<file path="src/rtl/uart_pkg.sv">
// Shared UART definitions: FSM states and default line parameters.
// Latency: n/a (types and constants only).
// Backpressure: n/a.
package uart_pkg;

    typedef enum logic [1:0] {
        IDLE  = 2'd0,
        START = 2'd1,
        DATA  = 2'd2,
        STOP  = 2'd3
    } uart_state_t;

    localparam int DEF_CLKS_PER_BIT = 432;
    localparam int DEF_DATA_BITS    = 8;

endpackage

</file>
<file path="src/rtl/uart_tx_fifo.sv">
// Synchronous byte FIFO between the host push side and the serialiser.
// Latency: a push is visible on rd_dat / empty one cycle later.
// Backpressure: full must gate push upstream; pop only when not empty.
module uart_tx_fifo #(
    parameter int WIDTH = 8,
    parameter int DEPTH = 4,
    localparam int AW   = $clog2(DEPTH),
    localparam int CW   = $clog2(DEPTH + 1)
) (
    input  logic             clk,
    input  logic             reset_pin,
    input  logic             push,
    input  logic [WIDTH-1:0] wr_dat,
    input  logic             pop,
    output logic [WIDTH-1:0] rd_dat,
    output logic             full,
    output logic             empty,
    output logic [CW-1:0]    count
);

    logic [WIDTH-1:0] mem [DEPTH];
    logic [AW-1:0]    wr_ptr;
    logic [AW-1:0]    rd_ptr;

    assign rd_dat = mem[rd_ptr];
    assign full   = (count == CW'(DEPTH));
    assign empty  = (count == '0);

    // DEPTH is a power of two, so the pointers wrap naturally.
    always_ff @(posedge clk) begin
        if (reset_pin) begin
            wr_ptr <= '0;
            rd_ptr <= '0;
            count  <= '0;
        end else begin
            if (push) begin
                mem[wr_ptr] <= wr_dat;
                wr_ptr      <= wr_ptr + AW'(1);
            end
            if (pop) begin
                rd_ptr <= rd_ptr + AW'(1);
            end
            case ({push, pop})
                2'b10:   count <= count + CW'(1);
                2'b01:   count <= count - CW'(1);
                default: count <= count;
            endcase
        end
    end

endmodule

</file>
<file path="src/rtl/uart_tx_buffered.sv">
// Buffered UART transmitter: FIFO-fed 8N1/8N2 serialiser, LSB first, idle-high line.
// Latency: push at edge k -> pop at k+1 -> start bit on tx from k+2.
// Backpressure: tx_ready drops while the FIFO is full; frames chain back-to-back when queued.
module uart_tx_buffered
    import uart_pkg::*;
#(
    parameter int  CLKS_PER_BIT = DEF_CLKS_PER_BIT,
    parameter int  DATA_BITS    = DEF_DATA_BITS,
    parameter int  STOP_BITS    = 1,
    parameter int  FIFO_DEPTH   = 4,
    localparam int CW           = $clog2(FIFO_DEPTH + 1)
) (
    input  logic                 clk,
    input  logic                 reset_pin,
    input  logic [DATA_BITS-1:0] tx_data,
    input  logic                 tx_valid,
    output logic                 tx_ready,
    output logic                 tx,
    output logic                 tx_busy,
    output logic [CW-1:0]        fifo_count
);

    localparam int BW    = $clog2(CLKS_PER_BIT);
    localparam int BIT_W = (DATA_BITS > 1) ? $clog2(DATA_BITS) : 1;

    uart_state_t          state;
    logic [BW-1:0]        baud_cnt;
    logic [BIT_W-1:0]     bit_cnt;
    logic [DATA_BITS-1:0] shifter;

    logic                 fifo_push;
    logic                 fifo_pop;
    logic                 fifo_full;
    logic                 fifo_empty;
    logic [DATA_BITS-1:0] fifo_dat;
    logic                 baud_last;
    logic                 stop_last;

    assign tx_ready  = !fifo_full;
    assign fifo_push = tx_valid && tx_ready;
    assign baud_last = (baud_cnt == BW'(CLKS_PER_BIT - 1));
    assign stop_last = (state == STOP) && baud_last && (bit_cnt == BIT_W'(STOP_BITS - 1));
    assign fifo_pop  = !fifo_empty && ((state == IDLE) || stop_last);

    uart_tx_fifo #(
        .WIDTH (DATA_BITS),
        .DEPTH (FIFO_DEPTH)
    ) u_fifo (
        .clk       (clk),
        .reset_pin (reset_pin),
        .push      (fifo_push),
        .wr_dat    (tx_data),
        .pop       (fifo_pop),
        .rd_dat    (fifo_dat),
        .full      (fifo_full),
        .empty     (fifo_empty),
        .count     (fifo_count)
    );

    always_ff @(posedge clk) begin
        if (reset_pin) begin
            state    <= IDLE;
            baud_cnt <= '0;
            bit_cnt  <= '0;
            shifter  <= '0;
            tx       <= 1'b1;
            tx_busy  <= 1'b0;
        end else begin
            // tx and tx_busy trail the state by one cycle, so busy drops exactly when the last stop bit ends.
            tx       <= (state == START) ? 1'b0 : (state == DATA) ? shifter[0] : 1'b1;
            tx_busy  <= (state != IDLE) || !fifo_empty;
            baud_cnt <= (state == IDLE || baud_last) ? '0 : baud_cnt + BW'(1);

            case (state)
                IDLE: begin
                    if (fifo_pop) begin
                        shifter <= fifo_dat;
                        bit_cnt <= '0;
                        state   <= START;
                    end
                end
                START: begin
                    if (baud_last) begin
                        bit_cnt <= '0;
                        state   <= DATA;
                    end
                end
                DATA: begin
                    if (baud_last) begin
                        shifter <= shifter >> 1;
                        if (bit_cnt == BIT_W'(DATA_BITS - 1)) begin
                            bit_cnt <= '0;
                            state   <= STOP;
                        end else begin
                            bit_cnt <= bit_cnt + BIT_W'(1);
                        end
                    end
                end
                STOP: begin
                    if (stop_last) begin
                        bit_cnt <= '0;
                        if (fifo_pop) begin
                            shifter <= fifo_dat;
                            state   <= START;
                        end else begin
                            state   <= IDLE;
                        end
                    end else if (baud_last) begin
                        bit_cnt <= bit_cnt + BIT_W'(1);
                    end
                end
                default: state <= IDLE;
            endcase
        end
    end

endmodule

</file>
<file path="config.mk">
export PLATFORM = sky130hd
export DESIGN_NAME = uart_tx_buffered
export DESIGN_NICKNAME = d
export VERILOG_FILES = /design/src/rtl/uart_pkg.sv /design/src/rtl/uart_tx_fifo.sv /design/src/rtl/uart_tx_buffered.sv
export SDC_FILE = /design/constraint.sdc
export NUM_CORES = 1
export LEC_CHECK = 0
export CAP_MARGIN = 20
export CORE_MARGIN = 3
export CORE_UTILIZATION = 50
export CTS_CLUSTER_DIAMETER = 150
export CTS_CLUSTER_SIZE = 16
export DETAILED_ROUTE_END_ITERATION = 8
export GPL_TIMING_DRIVEN = 0
export HOLD_SLACK_MARGIN = 0.12
export PLACE_DENSITY = 0.76
export RECOVER_POWER = 100
export SLEW_MARGIN = 10
export SYNTH_ARGS = -nofsm -noshare
export SYNTH_HDL_FRONTEND = slang
export SYNTH_SLANG_ARGS = --single-unit
</file>
<file path="constraint.sdc">
create_clock -name clk -period 5.77 [get_ports clk]
set_input_delay 1.154 -clock clk [delete_from_list [all_inputs] [get_ports clk]]
set_output_delay 1.154 -clock clk [all_outputs]
set_load 0.005 [all_outputs]
</file>
==> flow_summary_export.csv, run 1 <==
group,metric,value,unit
drt,drtPass1Iterations,4,
timing,finalClockSkew,0.00564,ns
cts,post-cts-setup-buffer-count,0,
floorplanning,rows,26,
power_and_ir_drop,p_leak,1.14,nW
critical_path,worstPathMaxFanout,10,
floorplanning,ios,17,
cts,ctsHoldBuffers,0,
cts,clock_path_buffers,2,
grt,grt_pass1_wl,7.78,mm
power_and_ir_drop,ir_drop,279,uV
grt,grt_start_max_net_pins,13,
floorplanning,start_util,53.6,%
power_and_ir_drop,power_frac_comb,30.5,%
drt,vias,1729,
timing,slew_viol_final,0,
cts,cts-root-buf,"clkbuf_8",
critical_path,cp_slowest_stage_delay,0.64,ns
layout,num-nets-final,281,
floorplanning,core,5270,um2
synthesis,synth_edf_count,32,
cts,cts_tree,"done",
cts,clkTransAtPathRegs,0.07,ns
critical_path,path_class,"in -> reg",
power_and_ir_drop,power_switching,0.000466,W
power_and_ir_drop,power_density,449,nW/um2
layout,multiInputGateArea,1130,um2
grt,first_global_vias,1606,
critical_path,crit_family,"buffers and inverters",
place,dp.cells,315,
synthesis,synth_area,2820,um2
grt,met3_usage,5.32,%
synthesis,ys_warn_count,0,
synthesis,ys.flop_type,"dfxtp_1",
critical_path,cp_common_cell,"clkbuf_1",
drt,ant_nets,0,
place,place_hpwl,3.28,mm
timing,finalSetupViolCount,0,
cts,cts.htree.levels,3,
power_and_ir_drop,clkPwrFrac,28.1,%
layout,drive_gt1_share,10.7,%
cts,clk_latency,0.33,ns
critical_path,crit_buf_inv,3,
grt,grtUsageTotal,16.2,%
layout,mostFrequentLayoutCell,"dfxtp_1",
timing,rsz0062_at_grt,"no",
floorplanning,die_h,81.1,um
grt,gr-usage-met1,21.5,%
cts,cts_inserted_buffers,9,
drt,drt_wl_total,4.64,mm
layout,area_delta_synth_final,16.3,%
layout,fin_util,62.3,%
layout,seqCellArea,1620,um2
cts,clock_sinks,65,
timing,hold_viol_final,0,
place,numPortBuffers,16,
outcome,status,"complete, no violations",
power_and_ir_drop,swShare,31.6,%
timing,post-route-min-period,3.12,ns
critical_path,arrival,3.09,ns
cts,post_cts_resized,0,
synthesis,syn_inst,229,
critical_path,cp.required,5.73,ns
grt,globalRoute.totalOverflow,0,
synthesis,synth.distinct_cells,41,
drt,drc_errors,0,
timing,relSlewSlack,34.8,%
power_and_ir_drop,p_int,0.00101,W
grt,gr-usage-met2,24.5,%
drt,vias_per_cell,5.22,
job,drv_cap,0,
synthesis,avgSynthCellArea,12.3,um2
critical_path,crit_path_start_kind,"input pin",
floorplanning,fp.dieW,81.1,um
timing,fin_crit_sh,54.1,%
layout,fillers,425,
drt,wl_per_cell,14.0,um
timing,fmax,320,MHz
synthesis,ys_seq_elements,65,
worst_hold_path,hp-class,"reg -> reg",
timing,fin_tns_setup,0,ns
synthesis,async_reset_ff_share,0,%
timing,timing.hold.ws,0.469,ns
critical_path,critPathSlowestCell,"dlygate4sd3_1",
drt,drt-initial-drc-count,95,
synthesis,syn_nets,254,
timing,worst_pin_slew,0.966,ns
synthesis,synth_seq_area_share,57.4,%
critical_path,path_cells,"dlygate4sd3_1, clkbuf_1, clkbuf_1, nor2_1, and2_0",
layout,antenna_cells,0,
place,finalWeightedCongestion,0.793,
layout,final_cell_mix,"33 x dfxtp_1, 32 x edfxtp_1, 21 x nor2_1",
power_and_ir_drop,seqPwrFrac,41.5,%
layout,fin_cells,331,
floorplanning,dieArea,6580,um2
grt,antenna_found_initial,0,
critical_path,worstSetupEndpointType,"flop",
grt,grt_busiest_layer,"met2",
[cell families after synthesis]
family                   after synthesis  synth area share [%]
XOR/XNOR                              11                  3.41
adder cells (fa/ha/maj)               14                  6.47
multiplexers                          17                  9.57
buffers and inverters                 17                  2.35
AO/OA/AOI/OAI                         30                  6.21
flip-flops                            65                  57.4
AND/OR/NAND/NOR                       75                  14.5
[path summary, 6_finish.rpt]
| path | from | end | slack (ns) | cells after the start |
|---|---|---|---|---|
| setup reg to reg | baud_cnt[0] | u_fifo.count[2] | 2.89 | 8 |
| setup / recovery | reset_pin | u_fifo.mem[3][7] | 2.65 | 5 |
| hold / removal | shifter[5] | shifter[5] | 0.47 | 2 |
| hold reg to reg | shifter[5] | shifter[5] | 0.47 | 2 |
[area by class of cell]
type | count | area share (%)
clock inverter | 7 | 2.90
sequential | 65 | 49.4
inverter | 9 | 1.03
tap | 70 | 2.67
multi-input combinational | 147 | 34.4
clock buffer | 9 | 3.77
buffer | 8 | 0.991
timing repair buffer | 16 | 4.88
[synthesized netlist by cell type (2+ instances only)]
cell type  count  share of area (%)
inv_1          9                1.2
clkbuf_1       5               0.66
or2_2          2               0.44
edfxtp_1      32                 34
nor2b_1        2               0.44
a21oi_1       10                1.8
nor3_1         2               0.35
o21ai_1        7                1.2
or2_0          2               0.44
o21bai_1       2               0.53
or3_1          4               0.89
nand3_1        4               0.71
nand2b_1       9                2.0
nand2_1       10                1.3
nor2_1        21                2.8
and2_1         4               0.89
or4_1          7                1.9
xor2_1         6                1.9
xnor2_1        5                1.6
ha_1          13                5.8
mux4_2         8                6.4
o21ai_0        6                1.1
dfxtp_1       33                 23
mux2i_1        9                3.2
[flip-flops by register name (all words and copies together) (netlist names), named ones only]
name / count
u_fifo.mem: 32
state: 2
tx_busy: 1
bit_cnt: 3
baud_cnt: 9
tx: 1
u_fifo.count: 3
u_fifo.wr_ptr: 2
shifter: 8
u_fifo.rd_ptr: 2
[per-stage QoR]
step	total power (W)	area [um2]	worst slack (ns)
2_1_floorplan	0.000952	2820	3.30
3_3_place_gp	0.00107	3070	2.50
3_5_place_dp	0.00108	3070	2.52
4_1_cts	0.00150	3290	2.87
5_1_grt	0.00158	3280	2.49
6_report	0.00147	3280	2.65
[worst min-delay path, delay by kind of cell (launching register included)]
kind	cells	cell delay (ns)
and+or+nand+nor	1	0.06
DFF	1	0.32
AOI/OAI and AO/OA	1	0.05
[power groups by stage]
stage	Combinational (W)	Clock [W]	Sequential (W)
after floorplan	0.000341	0	0.000611
after global placement	0.000457	0	0.000617
after detailed placement	0.000461	0	0.000621
after CTS	0.000465	0.000423	0.000612
after global routing	0.000510	0.000445	0.000620
final	0.000449	0.000414	0.000611
[routing by layer]
metal	vias up	part of all wire, %
met1	822	49
met2	20	47
li1	880	-
met4	0	1.2
met3	7	2.7
met5	-	0
(Power assumes the default switching activity.)
==> inputs of run 2 (changes only) <==
- PLACE_DENSITY: 0.76 -> 0.79
- clock period: 5.77 -> 2.6 ns (I/O delays scaled with it)
==> run 2 against run 1 <==
  * Count of clock-buffer cells in the layout unchanged
  * Clock power increased by 100%
  * Setup slack got worse by 2.4 ns
  * Combinational power increased by 140%
  * Largest power group unchanged
  * Total power increased by 120%
  * Largest cell class unchanged
  * Via count increased by 5.0%
  * Die area unchanged
  * Global-route usage increased by 0.55 points
  * Routed wire length increased by 3.9%
  * Clock skew increased by 0.0014 ns
  * First-iteration DRC count increased by 64%
==> flow_summary_export.csv, run 2 (same netlist as run 1, synthesis figures left out) <==
group,metric,value,unit
layout,fin_cells,333,
place,dp_slack,-0.196,ns
cts,clkTransAtPathRegs,0.07,ns
grt,grt_start_max_net_pins,13,
critical_path,path_cells,"inv_1, ha_1, o31ai_1, o41ai_2, ha_1, fa_1, xnor2_1, or3_1, a21oi_1",
timing,hold_viol_final,0,
critical_path,setup.worst_path.start,"state[1]",
timing,worst_pin_slew,0.641,ns
drt,drt-initial-drc-count,156,
job,drv_cap,0,
drt,vias,1816,
grt,globalRoute.totalOverflow,0,
critical_path,worstPathMaxFanout,6,
drt,drt_wl_total,4.82,mm
floorplanning,fp.dieW,81.1,um
drt,vias_per_cell,5.45,
floorplanning,dieArea,6580,um2
place,place_hpwl,3.29,mm
timing,timing.hold.ws,0.461,ns
layout,antenna_cells,0,
layout,drive_gt1_share,12.2,%
critical_path,rr_startpoint,"state[1]",
critical_path,cp_common_cell,"ha_1",
timing,finalClockSkew,0.00699,ns
timing,setup_slack,0.223,ns
worst_hold_path,hp-start,"baud_cnt[0]",
timing,fmax,421,MHz
worst_hold_path,worstHoldEndpoint,"baud_cnt[0]",
worst_hold_path,holdPathStages,1,
timing,fin_crit_sh,91.4,%
power_and_ir_drop,power_density,989,nW/um2
timing,slew_viol_final,0,
drt,drtPass1Iterations,4,
worst_hold_path,hp-class,"reg -> reg",
cts,ctsHoldBuffers,0,
place,finalWeightedCongestion,0.838,
timing,finalSetupViolCount,0,
critical_path,arrival,2.66,ns
grt,grt_pass1_wl,8.03,mm
floorplanning,ios,17,
grt,antenna_found_initial,0,
cts,clock_sinks,65,
critical_path,rr_worst_depth,9,
place,placed_cell_area,3070,um2
critical_path,critPathSlowestCell,"dfxtp_1",
place,numPortBuffers,16,
layout,fin_area,3290,um2
critical_path,path_class,"reg -> reg",
cts,cts-root-buf,"clkbuf_8",
cts,clk_latency,0.35,ns
critical_path,cp.required,2.88,ns
drt,drc_errors,0,
grt,grtUsageTotal,16.8,%
critical_path,r2r_end,"u_fifo.count[2]",
drt,wl_per_cell,14.5,um
critical_path,crit_path_start_kind,"flop",
timing,relSlewSlack,57.2,%
layout,regMostFlops,"u_fifo.mem",
critical_path,reg2reg_setup_slack,0.22,ns
critical_path,worstSetupEndpointType,"flop",
layout,final_cell_mix,"33 x dfxtp_1, 32 x edfxtp_1, 21 x nor2_1",
layout,biggestRegsByFlops,"u_fifo.mem (32), baud_cnt (9), shifter (8)",
place,dp.cells,315,
floorplanning,die_h,81.1,um
cts,cts_tree,"done",
layout,area_delta_synth_final,16.6,%
drt,ant_nets,0,
timing,rsz0062_at_grt,"no",
grt,first_global_vias,1717,
power_and_ir_drop,ir_drop,674,uV
cts,clock_path_buffers,2,
layout,num-nets-final,283,
outcome,status,"complete, no violations",
floorplanning,rows,26,
floorplanning,start_util,53.6,%
cts,cts.htree.levels,3,
power_and_ir_drop,p_leak,1.15,nW
layout,largest_register_ffs,32,
cts,cts_inserted_buffers,9,
timing,post-route-min-period,2.38,ns
floorplanning,core,5270,um2
critical_path,cp_slowest_stage_delay,0.41,ns
layout,mostFrequentLayoutCell,"dfxtp_1",
## run 2: cell types whose count changed in the layout (fill, tap and decap cells not counted), sizes merged
cell / previous run / this run
buf: 2 / 4
bufinv: 2 / 1
clkinv: 4 / 3
clkinvlp: 1 / 3
## run 2: area by class of cell
cell class / instances / area [um2]
inverters: 9 / 33.8
multi-input cells: 147 / 1150
fillers: 429 / 1980
flip-flops and latches: 65 / 1620
clock buffers: 9 / 124
repair buffers: 18 / 175
clock inverters: 7 / 71.3
plain buffers: 8 / 31.3
well taps: 70 / 87.6
## run 2: where the power goes
group          internal (W)  leakage (nW)  switching, W  total, W
registers           0.00125         0.560      0.000112   0.00136
clock network      0.000439        0.0912      0.000392  0.000832
logic              0.000487         0.497      0.000578   0.00106
## run 2: metal layers
| layer | share of wire (%) | global-route usage (%) | vias to the layer above |
|---|---|---|---|
| met5 | 0 | 0 | - |
| met4 | 3.0 | 10.5 | 0 |
| met3 | 3.8 | 4.88 | 11 |
| met2 | 48 | 26.2 | 34 |
| met1 | 46 | 20.3 | 881 |
| li1 | - | - | 890 |
## run 2: metrics by stage
stage	utilization (%)	TNS (ns)	power, W
final	62.5	0	0.00326
after detailed placement	58.3	-0.785	0.00241
after global placement	58.3	-0.643	0.00237
after floorplan	-	0	0.00211
after CTS	62.1	0	0.00325
after global routing	62.5	0	0.00347
## run 2: repair_timing
item	4_1_cts	5_1_grt
hold endpoints to repair	0	0
buffers inserted	0	2
pin swaps	0	0
gates resized for setup	1	2
setup endpoints to repair	2	2
## run 2: how the worst max path moves through the flow
stage | endpoint | slack [ns]
2_1_floorplan | u_fifo.count[2] | 0.25
3_3_place_gp | u_fifo.count[2] | -0.1
3_5_place_dp | u_fifo.count[2] | -0.20
4_1_cts | u_fifo.count[2] | 0.09
5_1_grt | u_fifo.count[2] | 0.02
6_report | u_fifo.count[2] | 0.22
## run 2: critical path, delay by kind of cell, from the launching register on
family / cells / cell delay, ns
flops: 1 / 0.41
buf+inv: 1 / 0.09
compound gates: 3 / 0.48
fa+ha+maj: 3 / 0.90
simple gates: 1 / 0.30
xor+xnor: 1 / 0.14
==> inputs of run 3 (changes only) <==
- CELL_PAD_IN_SITES_DETAIL_PLACEMENT: not set -> 1
- CELL_PAD_IN_SITES_GLOBAL_PLACEMENT: not set -> 2
- CORE_UTILIZATION: 50 -> 36
- CTS_CLUSTER_DIAMETER: 150 -> not set
- PLACE_DENSITY: 0.79 -> 0.81
==> run 3 against run 2 <==
  * Clock power grew 8.8%
  * First-iteration DRC count shrank 43%
  * Core utilization shrank 17 points
  * Total power grew 3.3%
  * Critical path depth is the same
  * Worst hold slack gained 0.0064 ns
  * Cell count grew 8.4%
  * Cell area grew 1.8%
  * Register-to-register slack lost 0.02 ns
  * Sequential share of layout area shrank 0.86 points
  * Setup slack lost 0.019 ns
  * Critical path type unchanged
  * Largest power group unchanged
==> flow_summary_export.csv, run 3 (same netlist as run 1, synthesis figures left out) <==
group,metric,value,unit
outcome,status,"complete, no violations",
drt,drt_wl_total,5.53,mm
floorplanning,rows,31,
timing,finalClockSkew,0.0116,ns
floorplanning,dieArea,8940,um2
cts,clk_latency,0.35,ns
floorplanning,ios,17,
floorplanning,start_util,37.9,%
timing,fmax,417,MHz
layout,regMostFlops,"u_fifo.mem",
drt,drt-initial-drc-count,89,
layout,mostFrequentLayoutCell,"dfxtp_1",
critical_path,cp.required,2.87,ns
layout,biggestRegsByFlops,"u_fifo.mem (32), baud_cnt (9), shifter (8)",
critical_path,worstPathMaxFanout,6,
layout,fin_util,45.0,%
timing,timing.hold.ws,0.468,ns
layout,final_cell_mix,"33 x dfxtp_1, 32 x edfxtp_1, 20 x nor2_1",
timing,rsz0062_at_grt,"no",
critical_path,path_class,"reg -> reg",
grt,grt_busiest_layer,"met2",
grt,first_global_vias,1836,
cts,clock_path_buffers,2,
drt,drc_errors,0,
drt,ant_nets,0,
timing,post-route-min-period,2.40,ns
grt,grt_start_max_net_pins,15,
floorplanning,fp.dieW,94.6,um
drt,wl_per_cell,15.3,um
layout,fin_area,3350,um2
layout,area_delta_synth_final,18.7,%
drt,vias_per_cell,4.89,
drt,drtPass1Iterations,4,
timing,fin_crit_sh,92.2,%
timing,finalSetupViolCount,0,
power_and_ir_drop,power_density,1000,nW/um2
layout,fin_cells,361,
job,drv_cap,0,
power_and_ir_drop,ir_drop,513,uV
cts,clock_sinks,65,
place,placed_cell_area,3110,um2
layout,drive_gt1_share,13.0,%
worst_hold_path,holdPathStages,1,
grt,gr-usage-met2,21.7,%
layout,fillers,794,
layout,largest_register_ffs,32,
place,dp.cells,344,
power_and_ir_drop,p_leak,1.18,nW
worst_hold_path,hp-class,"reg -> reg",
timing,hold_viol_final,0,
grt,antenna_found_initial,0,
timing,slew_viol_final,0,
cts,cts_inserted_buffers,9,
grt,gr-usage-met1,17.9,%
grt,met3_usage,4.14,%
critical_path,worstSetupEndpointType,"flop",
cts,cts_tree,"done",
timing,worst_pin_slew,0.652,ns
cts,clkTransAtPathRegs,0.09,ns
cts,cts.htree.levels,3,
place,numPortBuffers,16,
place,place_hpwl,3.69,mm
floorplanning,core,7450,um2
grt,grtUsageTotal,14.0,%
cts,cts-root-buf,"clkbuf_8",
critical_path,arrival,2.67,ns
layout,antenna_cells,0,
place,finalWeightedCongestion,0.753,
critical_path,rr_worst_depth,9,
drt,vias,1766,
critical_path,crit_path_start_kind,"flop",
grt,grt_pass1_wl,9.29,mm
timing,relSlewSlack,56.5,%
floorplanning,die_h,94.6,um
grt,globalRoute.totalOverflow,0,
layout,num-nets-final,282,
## run 3: cell count changes in the layout (fill, tap and decap cells not counted), moves of 2 or more
cell        previous run  this run
inv_6                  0         5
o21ai_0               13        10
o21ai_1                0         3
clkinv_2               2         0
clkinvlp_4             3         1
## run 3: path summary, 6_finish.rpt
path | from | endpoint | slack (ns)
max | state[0] | u_fifo.count[2] | 0.20
min | baud_cnt[0] | baud_cnt[0] | 0.47
max reg2reg | state[0] | u_fifo.count[2] | 0.20
min reg2reg | baud_cnt[0] | baud_cnt[0] | 0.47
## run 3: area by class of cell
type	count	area [um2]	area share, %
multi-input cells	147	1170	34.8
plain buffers	8	32.5	0.971
clock buffers	9	124	3.70
clock inverters	7	81.3	2.43
repair buffers	17	168	5.00
flip-flops and latches	65	1620	48.4
inverters	9	33.8	1.01
well taps	99	124	3.70
## run 3: per-stage QoR
stage	total power (W)	worst slack (ns)	TNS, ns
after floorplan	0.00211	0.251	0
after global placement	0.00242	-0.174	-4.85
after detailed placement	0.00244	-0.225	-4.54
after CTS	0.00337	0.0419	0
after global routing	0.00361	0.0205	0
final	0.00336	0.204	0
## run 3: report_power, final
part,internal (W),switching (W),total (W),leakage (nW)
clock,0.000460,0.000446,0.000905,0.102
sequential,0.00125,0.000115,0.00136,0.560
combinational,0.000497,0.000601,0.00110,0.517
total,0.00220,0.00116,0.00336,1.18
## run 3: timing repair
action	4_1_cts	5_1_grt
hold buffers	0	0
buffers inserted	0	1
gates resized for setup	1	4
gates cloned	0	0
setup endpoints to repair	2	10
## run 3: layer usage
| layer | vias up | share of wire [%] |
|---|---|---|
| li1 | 884 | - |
| met1 | 850 | 47 |
| met2 | 23 | 48 |
| met3 | 9 | 3.1 |
| met4 | 0 | 2.2 |
| met5 | - | 0 |
## run 3: critical path: stages (launching register included)
cell and delay [ns]:
dfxtp_1 0.39, inv_1 0.09, ha_1 0.29, o31ai_2 0.14, o41ai_4 0.17, ha_1 0.25, fa_1 0.38, xnor2_1 0.14
or3_1 0.30, a21oi_1 0.16
